[config.mk]
export PLATFORM = sky130hd
export DESIGN_NAME = serial_magnitude_comparator
export DESIGN_NICKNAME = d
export VERILOG_FILES = /design/src/rtl/serial_magnitude_comparator.sv
export SDC_FILE = /design/constraint.sdc
export NUM_CORES = 1
export LEC_CHECK = 0
export CORE_MARGIN = 2
export CORE_UTILIZATION = 45
export DETAILED_ROUTE_END_ITERATION = 8
export PLACE_DENSITY_LB_ADDON = 0.2
export SLEW_MARGIN = 20
export SYNTH_ARGS = -nofsm -noshare
export SYNTH_HDL_FRONTEND = slang
export SYNTH_SLANG_ARGS = --single-unit
[constraint.sdc]
create_clock -name clk -period 1.3 [get_ports clk]
set_input_delay 0.13 -clock clk [delete_from_list [all_inputs] [get_ports clk]]
set_output_delay 0.13 -clock clk [all_outputs]
set_load 0.03 [all_outputs]
[src/rtl/serial_magnitude_comparator.sv]
// Bit-serial unsigned magnitude comparator, MSB-first, one bit per clock, valid/ready on both sides.
// Define SERIAL_CMP_EARLY_EXIT_EN to finish as soon as the first differing bit is seen.
module serial_magnitude_comparator #(
  parameter int WIDTH = 8
) (
  input  logic             clk,
  input  logic             rst_n,
  input  logic             in_valid,
  output logic             in_ready,
  input  logic [WIDTH-1:0] a,
  input  logic [WIDTH-1:0] b,
  output logic             out_valid,
  input  logic             out_ready,
  output logic             smaller,
  output logic             equal,
  output logic             greater
);
  // state | meaning
  // IDLE  | waiting for an operand pair
  // BUSY  | comparing one bit per cycle, MSB first
  // DONE  | result presented until out_ready
  localparam int CW = $clog2(WIDTH) + 1;

  typedef enum logic [1:0] {IDLE, BUSY, DONE} state_t;

  state_t           state_q, state_d;
  logic [WIDTH-1:0] a_sh_q, a_sh_d;
  logic [WIDTH-1:0] b_sh_q, b_sh_d;
  logic [CW-1:0]    cnt_q, cnt_d;
  logic             decided_q, decided_d;
  logic             gt_q, gt_d;
  logic             lt_q, lt_d;
  logic             a_msb, b_msb, first_diff;

  always_ff @(posedge clk or negedge rst_n) begin
    if (!rst_n) begin
      state_q   <= IDLE;
      a_sh_q    <= '0;
      b_sh_q    <= '0;
      cnt_q     <= '0;
      decided_q <= 1'b0;
      gt_q      <= 1'b0;
      lt_q      <= 1'b0;
    end else begin
      state_q   <= state_d;
      a_sh_q    <= a_sh_d;
      b_sh_q    <= b_sh_d;
      cnt_q     <= cnt_d;
      decided_q <= decided_d;
      gt_q      <= gt_d;
      lt_q      <= lt_d;
    end
  end

  always_comb begin
    state_d    = state_q;
    a_sh_d     = a_sh_q;
    b_sh_d     = b_sh_q;
    cnt_d      = cnt_q;
    decided_d  = decided_q;
    gt_d       = gt_q;
    lt_d       = lt_q;
    a_msb      = a_sh_q[WIDTH-1];
    b_msb      = b_sh_q[WIDTH-1];
    first_diff = !decided_q && (a_msb != b_msb);
    case (state_q)
      IDLE: begin
        if (in_valid) begin
          state_d   = BUSY;
          a_sh_d    = a;
          b_sh_d    = b;
          cnt_d     = CW'(WIDTH - 1);
          decided_d = 1'b0;
          gt_d      = 1'b0;
          lt_d      = 1'b0;
        end
      end
      BUSY: begin
        if (first_diff) begin
          decided_d = 1'b1;
          gt_d      = a_msb & ~b_msb;
          lt_d      = ~a_msb & b_msb;
        end
        a_sh_d = a_sh_q << 1;
        b_sh_d = b_sh_q << 1;
        // Counter parks at zero on the final bit so it never wraps.
        if (cnt_q == '0) begin
          state_d = DONE;
        end else begin
          cnt_d = cnt_q - CW'(1);
        end
`ifdef SERIAL_CMP_EARLY_EXIT_EN
        if (first_diff) begin
          state_d = DONE;
        end
`endif
      end
      DONE: begin
        if (out_ready) begin
          state_d = IDLE;
        end
      end
      default: state_d = IDLE;
    endcase
  end

  assign in_ready  = (state_q == IDLE);
  assign out_valid = (state_q == DONE);
  assign smaller   = (state_q == DONE) & lt_q;
  assign greater   = (state_q == DONE) & gt_q;
  assign equal     = (state_q == DONE) & ~decided_q;

endmodule
* After elaboration in Yosys (flattened, before gate mapping) *
Index checks and enable logic that the tools add are counted.

storage, ports and cells
  bits in registers = 25
  input bits = 20
  output and inout port bits = 5
  logic and storage cells = 51

cells by class
  add/sub/neg operators = 1
  equality and inequality tests = 8
  multiplexer cells = 18
  bitwise operators = 8
  reduce and logical (&&, ||, !) cells = 9

operator list
  cell                                                   number
  one-hot mux 8 bit (2 select lines)                     2
  two-way mux 8 bit                                      2
  AND reduction 3 bit                                    3
  two-way mux 4 bit                                      2
  inequality test 2 bit, second input constant           4
  one-hot mux 4 bit (2 select lines)                     1
  two-way mux 2 bit                                      3
  one-hot mux 1 bit (2 select lines)                     3
  one-hot mux 2 bit (3 select lines)                     1
  AND 1 bit                                              5
  logical NOT 4 bit                                      1
  two-way mux 1 bit                                      4
  subtractor 4 x 1 -> 4 bit, second input constant       1
  inverter 1 bit                                         3
  equality test 2 x 1 -> 1 bit, second input constant    1
  equality test 2 bit, second input constant             1
  logical NOT 2 bit                                      1
  inequality test 2 x 1 -> 1 bit, second input constant  1
  AND reduction 2 bit                                    1
  nonzero test 2 bit                                     1
  logical AND 1 bit                                      1
  logical NOT 1 bit                                      1
  inequality test 1 bit                                  1

* Logic depth before layout (Yosys ltp) *
Gate-level depths: netlist of the first run.

  depth after elaboration = 4
  depth in mapped cells = 5
  gate-level depth less buffers = 5

* Worst setup path after synthesis of the first run *
OpenSTA, ideal clock, no wires.

  path type = flip-flop to flip-flop
  start point = register cnt_q[0]
  end point = register cnt_q[0]
  library setup time = 131 ps
  data arrival time = 1199 ps
  data required time = 1169 ps
  path slack = -30 ps
  cell stages (with the launch flop) = 6
  path buffers = 0
  clock period less this slack = 1330 ps
  cells stage by stage = dfrtp_1 > inv_1 > ha_1 > or3b_1 > o22ai_1 > a31oi_1

between the ends
  word-level cells in the longest chain between the ends = 3
  elaborated cells on any way between the ends = 6
  classes of those cells = add/sub: 1; eq/ne: 1; mux: 2; reduce/logical: 2

ends and longest elaborated chain
  element                                                                           RTL line  text
  start: declaration                                                                29        logic [CW-1:0] cnt_q, cnt_d;
  start signal: assignment                                                          48        cnt_q <= cnt_d;
  subtractor 4 x 1 -> 4 bit / logical NOT 4 bit (equally long branches)             90, 87
  two-way mux 4 bit / inequality test 2 bit (equally long branches)                 n/a
  one-hot mux 4 bit (2 select lines) / AND reduction 3 bit (equally long branches)  n/a

Parallel ways exist; a longest one is shown, timed or not. The select of a mux whose other input is x is not followed.
A chain may end at the register's enable or synchronous reset.

* Worst setup path in the final report of the first run *
  start point = register state_q[1]
  end point = output greater

between the ends
  word-level cells in the longest chain between the ends = 2

ends and longest elaborated chain
  element                   RTL line  text
  start: declaration        26        state_t state_q, state_d;
  start signal: assignment  45        state_q <= state_d;
  equality test 2 bit       110       assign greater = (state_q == DONE) & gt_q;
  AND 1 bit                 110
  end: declaration          16        output logic greater

Every way passes these cells.

==> flow_metrics.env, run 1 <==
export IMPL_multi_input_area_um2=673
export IMPL_grt_use_total=0.187
export IMPL_synthCells=128
export IMPL_worstMarginPinSlew_ps=328
export IMPL_cp_end_kind="primary output"
export IMPL_gp_congestion=0.794
export IMPL_power_frac_seq=0.351
export IMPL_finalSetupTns_ps=-744
export IMPL_cts_tree="built"
export IMPL_place_hpwl_um=2040
export IMPL_intPower_w=0.00240
export IMPL_critPathLaunchType="flip-flop"
export IMPL_fillerInstances=211
export IMPL_arrival_ps=1280
export IMPL_synth_yosys_seq_area_share=0.490
export IMPL_core_rowCount=19
export IMPL_cts_sinks=25
export IMPL_peakVddDrop_v=0.00130
export IMPL_switching_power_w=0.00146
export IMPL_diodes=0
export IMPL_numPortBuffers=24
export IMPL_power_w=0.00386
export IMPL_yosys_area_share_xor_xnor=0
export IMPL_swShare=0.379
export IMPL_critPathMaxFanout=3
export IMPL_ioPinCount=25
export IMPL_syn_mean_instance_area_um2=9.97
export IMPL_nets=199
export IMPL_seq_area_um2=627
export IMPL_clockRootBuffer="clkbuf_4"
export IMPL_power_density_mw_per_mm2=2060
export IMPL_finalWorstSetupSlack_ps=-113
export IMPL_critPathKind="reg -> out"
export IMPL_final_cell_mix="24 x dfrtp_1, 20 x buf_4, 19 x clkdlybuf4s50_1"
export IMPL_cts_clk_slew_worst_paths_ps=140
export IMPL_synth_distinct_cells=27
export IMPL_max_slew_margin=0.781
export IMPL_avgViaCountPerCell=5.32
export IMPL_grt_ovfl_total=0
export IMPL_min_delay_path_class="in -> async"
export IMPL_drc=0
export IMPL_core_area_mm2=0.00273
export IMPL_ant_nets=0
export IMPL_clk_insertion_delay_late_ps=320
export IMPL_ys_seq_elements=25
export IMPL_syn_num_nets=151
export IMPL_power_leakage_nw=0.829
export IMPL_drv_cap=0
export IMPL_die_area_mm2=0.00328
export IMPL_dr_pass1_iters=3
export IMPL_finalClockSkew_ps=1.59
export IMPL_grt_setup_unrepaired="yes"
export IMPL_status="finished with violations"
export IMPL_period_share=1.09
export IMPL_drive_gt1_frac=0.331
export IMPL_fin_crit_ps=1410
export IMPL_die_w_um=57.3
export IMPL_maxClockFrequency_ghz=0.708
export IMPL_netlist_area_mm2=0.00128
export IMPL_critPathRequiredTime_ps=1170
export IMPL_first_global_vias=1146
export IMPL_slew_viol_final=0
export IMPL_setup_viol=11
export IMPL_grt_pass1_wl_um=4840
export IMPL_cts_max_level=1
export IMPL_wirelength_um=2950
export IMPL_die_h_um=57.3
export IMPL_wl_per_cell_um=14.3
export IMPL_antenna_found_initial=0
export IMPL_cts_made_buffers=3
export IMPL_yosys_area_share_simple=0.154
export IMPL_initial_core_util=0.467
export IMPL_violations="negative setup slack"
export IMPL_drt_first_iter_violations=6
export IMPL_power_frac_clock=0.094
export IMPL_final_common_cell="dfrtp_1"
export IMPL_synth_top_family_by_area="compound AO/OA/AOI/OAI gates"
export IMPL_hold_viol=0
export IMPL_grt_max_degree=26
export IMPL_synthMuxAreaShare=0.110
export IMPL_vias=1096
export IMPL_clockBufferDepth=2
export IMPL_synth_fa_ha_area_frac=0.0294
export IMPL_power_frac_comb=0.555
export IMPL_place_ws_ps=-107
export IMPL_yosysWarningCount=0
export IMPL_synth_compound_area_frac=0.158
export IMPL_area_growth_pct=46.9
power by group through the flow:
stage,Combinational [W],Clock (W),Sequential [W]
global placement,0.00159,0,0.00134
finish,0.00214,0.000362,0.00136
global route,0.00235,0.000406,0.00140
detailed placement,0.00168,0,0.00137
floorplan,0.00118,0,0.00131
CTS,0.00195,0.000378,0.00135
per-stage QoR:
| stage | instance area [µm²] | utilization | hold slack [ps] | cells |
|---|---|---|---|---|
| final | 1870 | 0.686 | 155 | 206 |
| after detailed placement | 1620 | 0.591 | 474 | 190 |
| after global routing | 1870 | 0.686 | 192 | 206 |
| after CTS | 1770 | 0.648 | 161 | 200 |
| after floorplan | 1280 | - | -166 | 128 |
| after global placement | 1620 | 0.591 | 467 | 190 |
Yosys cell counts:
master	count	area (µm²)
a21oi_1	3	15.0
a22oi_1	1	7.51
a311o_1	1	10.0
a31oi_1	2	12.5
a32o_1	2	20.0
and2_1	3	18.8
buf_2	3	15.0
buf_4	2	15.0
buf_6	2	22.5
dfrtp_1	25	626
ha_1	3	37.5
inv_1	6	22.5
mux2i_1	14	140
nand2_1	16	60.1
nand2b_1	5	31.3
nor2_1	6	22.5
nor2b_1	4	25.0
nor3b_1	1	7.51
nor4_1	1	6.26
nor4bb_1	1	10.0
o21ai_0	7	35.0
o21ai_1	13	65.1
o21ba_2	1	10.0
o21bai_1	1	7.51
o22ai_1	3	18.8
or3_1	1	6.26
or3b_1	1	8.76
cell families (layout without fill, tap and decap cells):
kind of cell | count (synthesis) | after routing
compound gates | 34 | 34
fa+ha+maj | 3 | 3
buf+inv | 13 | 60
flops | 25 | 25
mux | 14 | 14
simple gates | 39 | 39
flip-flops by register name (all words and copies together), names as in the netlist:
name,count
lt_q,1
gt_q,1
cnt_q,4
state_q,2
b_sh_q,8
a_sh_q,8
decided_q,1
critical path, cell delays in order, from the launching register on:
cell      delay [ps]
dfrtp_1          450
buf_12           150
nand2b_4          80
inv_4             40
and2_4           130
buf_6            130
layout make-up:
class / instances / area share
inverter: 6 / 0.0134
clock inverter: 1 / 0.00401
sequential: 25 / 0.334
tap: 31 / 0.0207
clock buffer: 3 / 0.0120
multi-input combinational: 90 / 0.359
timing repair buffer: 50 / 0.256
routing by layer:
metal	GRT usage	wire length [µm]	part of all wire	vias to the layer above
li1	-	-	-	539
met1	0.238	1280	0.43	530
met2	0.327	1530	0.52	21
met3	0.0227	98	0.033	6
met4	0.0664	42	0.014	0
met5	0	0	0	-
path summary, 6_finish.rpt:
| path | startpoint | end | slack (ps) | cells past startpoint |
|---|---|---|---|---|
| min reg2reg | a_sh_q[5] | a_sh_q[5] | 500 | 2 |
| max | state_q[1] | greater | -110 | 5 |
| max in group asynchronous | rst_n | state_q[0] | 880 | 2 |
| min | rst_n | gt_q | 160 | 2 |
| max reg2reg | state_q[0] | cnt_q[3] | -80 | 5 |
| min in group clk | out_ready | state_q[1] | 390 | 2 |
repair_timing:
item | in CTS | in global routing
endpoints found under the hold margin | 0 | 0
endpoints found under the setup margin | 9 | 28
pin swaps | 3 | 3
cloned | 0 | 1
hold buffers | 0 | 0
setup buffers | 6 | 5
gates resized for setup | 21 | 17
Power figures use the tool's default switching activity.
==> inputs of run 2 (changes only) <==
==> constraint.sdc (replaced) <==
create_clock -name clk -period 1.2 [get_ports clk]
set_input_delay 0.12 -clock clk [delete_from_list [all_inputs] [get_ports clk]]
set_output_delay 0.12 -clock clk [all_outputs]
set_load 0.03 [all_outputs]
==> flow_metrics.env, run 2 (synthesis gave the netlist of run 1 again) <==
export IMPL_wl_met3_um=154
export IMPL_critPathMaxFanout=4
export IMPL_final_cell_mix="24 x dfrtp_1, 19 x clkdlybuf4s50_1, 17 x buf_4"
export IMPL_critPathRequiredTime_ps=1080
export IMPL_die_h_um=57.3
export IMPL_drt_first_iter_violations=61
export IMPL_cts_made_buffers=3
export IMPL_cts_max_level=1
export IMPL_grt_use_total=0.202
export IMPL_min_delay_path_class="in -> async"
export IMPL_drv_cap=0
export IMPL_grt_max_degree=26
export IMPL_highest_layer="met4"
export IMPL_setup_viol=23
export IMPL_critPathLaunchType="flip-flop"
export IMPL_antenna_found_initial=0
export IMPL_crit_chain="nand2b_4 > buf_6 > nor2_4 > buf_6"
export IMPL_core_rowCount=19
export IMPL_worstMarginPinSlew_ps=274
export IMPL_cp_buffers_inverters=2
export IMPL_max_slew_margin=0.817
export IMPL_reg_top3="a_sh_q (8), b_sh_q (8), cnt_q (4)"
export IMPL_reg2reg_from="state_q[0]"
export IMPL_ioPinCount=25
export IMPL_slew_viol_final=0
export IMPL_maxClockFrequency_ghz=0.690
export IMPL_clk_insertion_delay_late_ps=350
export IMPL_core_area_mm2=0.00273
export IMPL_cts_clk_slew_worst_paths_ps=150
export IMPL_power_frac_clock=0.094
export IMPL_avgViaCountPerCell=5.34
export IMPL_critPathTopFamily="flip-flops"
export IMPL_reg2reg_depth=5
export IMPL_crit_slowest_cell="dfrtp_2"
export IMPL_cts_sinks=25
export IMPL_multi_input_area_um2=703
export IMPL_fin_util=0.709
export IMPL_cts_tree="built"
export IMPL_drc=0
export IMPL_grt_pass1_wl_um=5020
export IMPL_die_w_um=57.3
export IMPL_die_area_mm2=0.00328
export IMPL_dr_wl_met2_um=1530
export IMPL_grt_ovfl_total=0
export IMPL_dp_cells=193
export IMPL_power_leakage_nw=0.842
export IMPL_grt_setup_unrepaired="yes"
export IMPL_area_growth_pct=51.9
export IMPL_drive_gt1_frac=0.356
export IMPL_wl_per_cell_um=15.0
export IMPL_r2r_slack_ps=-150
export IMPL_clockBufferDepth=2
export IMPL_final_common_cell="dfrtp_1"
export IMPL_initial_core_util=0.467
export IMPL_critPathMaxStageDelay_ps=460
export IMPL_first_global_vias=1070
export IMPL_finalClockSkew_ps=15.2
export IMPL_fin_crit_ps=1450
export IMPL_power_frac_seq=0.337
export IMPL_critPathKind="reg -> out"
export IMPL_finalWorstSetupSlack_ps=-250
export IMPL_clockRootBuffer="clkbuf_4"
export IMPL_swShare=0.384
export IMPL_path_common_cell="buf_6"
export IMPL_wirelength_um=3110
export IMPL_numPortBuffers=24
export IMPL_cp_end_kind="primary output"
export IMPL_arrival_ps=1330
export IMPL_power_density_mw_per_mm2=2270
export IMPL_intPower_w=0.00271
export IMPL_final_cells=208
export IMPL_period_share=1.21
export IMPL_peakVddDrop_v=0.00138
export IMPL_place_hpwl_um=1930
export IMPL_worstReg2RegEnd="cnt_q[3]"
export IMPL_dr_pass1_iters=4
export IMPL_vias=1110
export IMPL_diodes=0
export IMPL_ant_nets=0
export IMPL_seq_area_um2=627
export IMPL_power_frac_comb=0.569
export IMPL_violations="negative setup slack"
export IMPL_status="finished with violations"
export IMPL_hold_viol=0
export IMPL_gp_congestion=0.798
export IMPL_switching_power_w=0.00169
export IMPL_wl_met1_um=1310
export IMPL_nets=201
export IMPL_cts_hold_buffers=0
export IMPL_fillerInstances=202
## run 2: worst max path at each step
stage / from / end / cells after the start
2_1_floorplan: cnt_q[0] / cnt_q[0] / 5
3_3_place_gp: cnt_q[1] / cnt_q[0] / 5
3_5_place_dp: cnt_q[0] / cnt_q[1] / 5
4_1_cts: state_q[0] / equal / 4
5_1_grt: state_q[0] / equal / 4
6_report: state_q[0] / equal / 4
## run 2: area by class of cell
type	count	share of cell area
clock inverter	1	0.00387
multi-input combinational	90	0.363
clock buffer	3	0.0116
timing repair buffer	52	0.265
tap	31	0.0200
sequential	25	0.323
inverter	6	0.0129
## run 2: worst register-to-register path: stages, from the launching register on
cell and delay, ps:
dfrtp_2 460, buf_4 170, nand2b_4 100, buf_8 150, nor4_2 50, a311o_1 310
## run 2: per-stage QoR
stage / TNS [ps] / hold slack [ps] / cell area, µm² / setup WS [ps] / power, W
2_1_floorplan: -203 / -176 / 1280 / -89.6 / 0.00271
3_3_place_gp: -751 / 462 / 1640 / -99.8 / 0.00322
3_5_place_dp: -1540 / 472 / 1640 / -181 / 0.00330
4_1_cts: -2260 / 100 / 1910 / -227 / 0.00434
5_1_grt: -3410 / 104 / 1940 / -288 / 0.00474
6_report: -2140 / 102 / 1940 / -250 / 0.00440
## run 2: routing by layer
metal | track usage | up-vias
met5 | 0 | -
met4 | 0.106 | 0
met2 | 0.333 | 39
li1 | - | 542
met3 | 0.0227 | 12
met1 | 0.262 | 517
## run 2: power groups by stage
| stage | clock network (W) | registers [W] | logic, W |
|---|---|---|---|
| finish | 0.000414 | 0.00148 | 0.00250 |
| global route | 0.000467 | 0.00153 | 0.00275 |
| CTS | 0.000439 | 0.00146 | 0.00244 |
| detailed placement | 0 | 0.00147 | 0.00183 |
| global placement | 0 | 0.00145 | 0.00177 |
| floorplan | 0 | 0.00142 | 0.00129 |
## run 2: repair_timing
action | 4_1_cts | 5_1_grt
buffers inserted | 8 | 2
pin swaps | 6 | 6
hold endpoints to repair | 0 | 0
resized for setup | 39 | 9
cloned | 2 | 0
endpoints found under the setup margin | 25 | 29
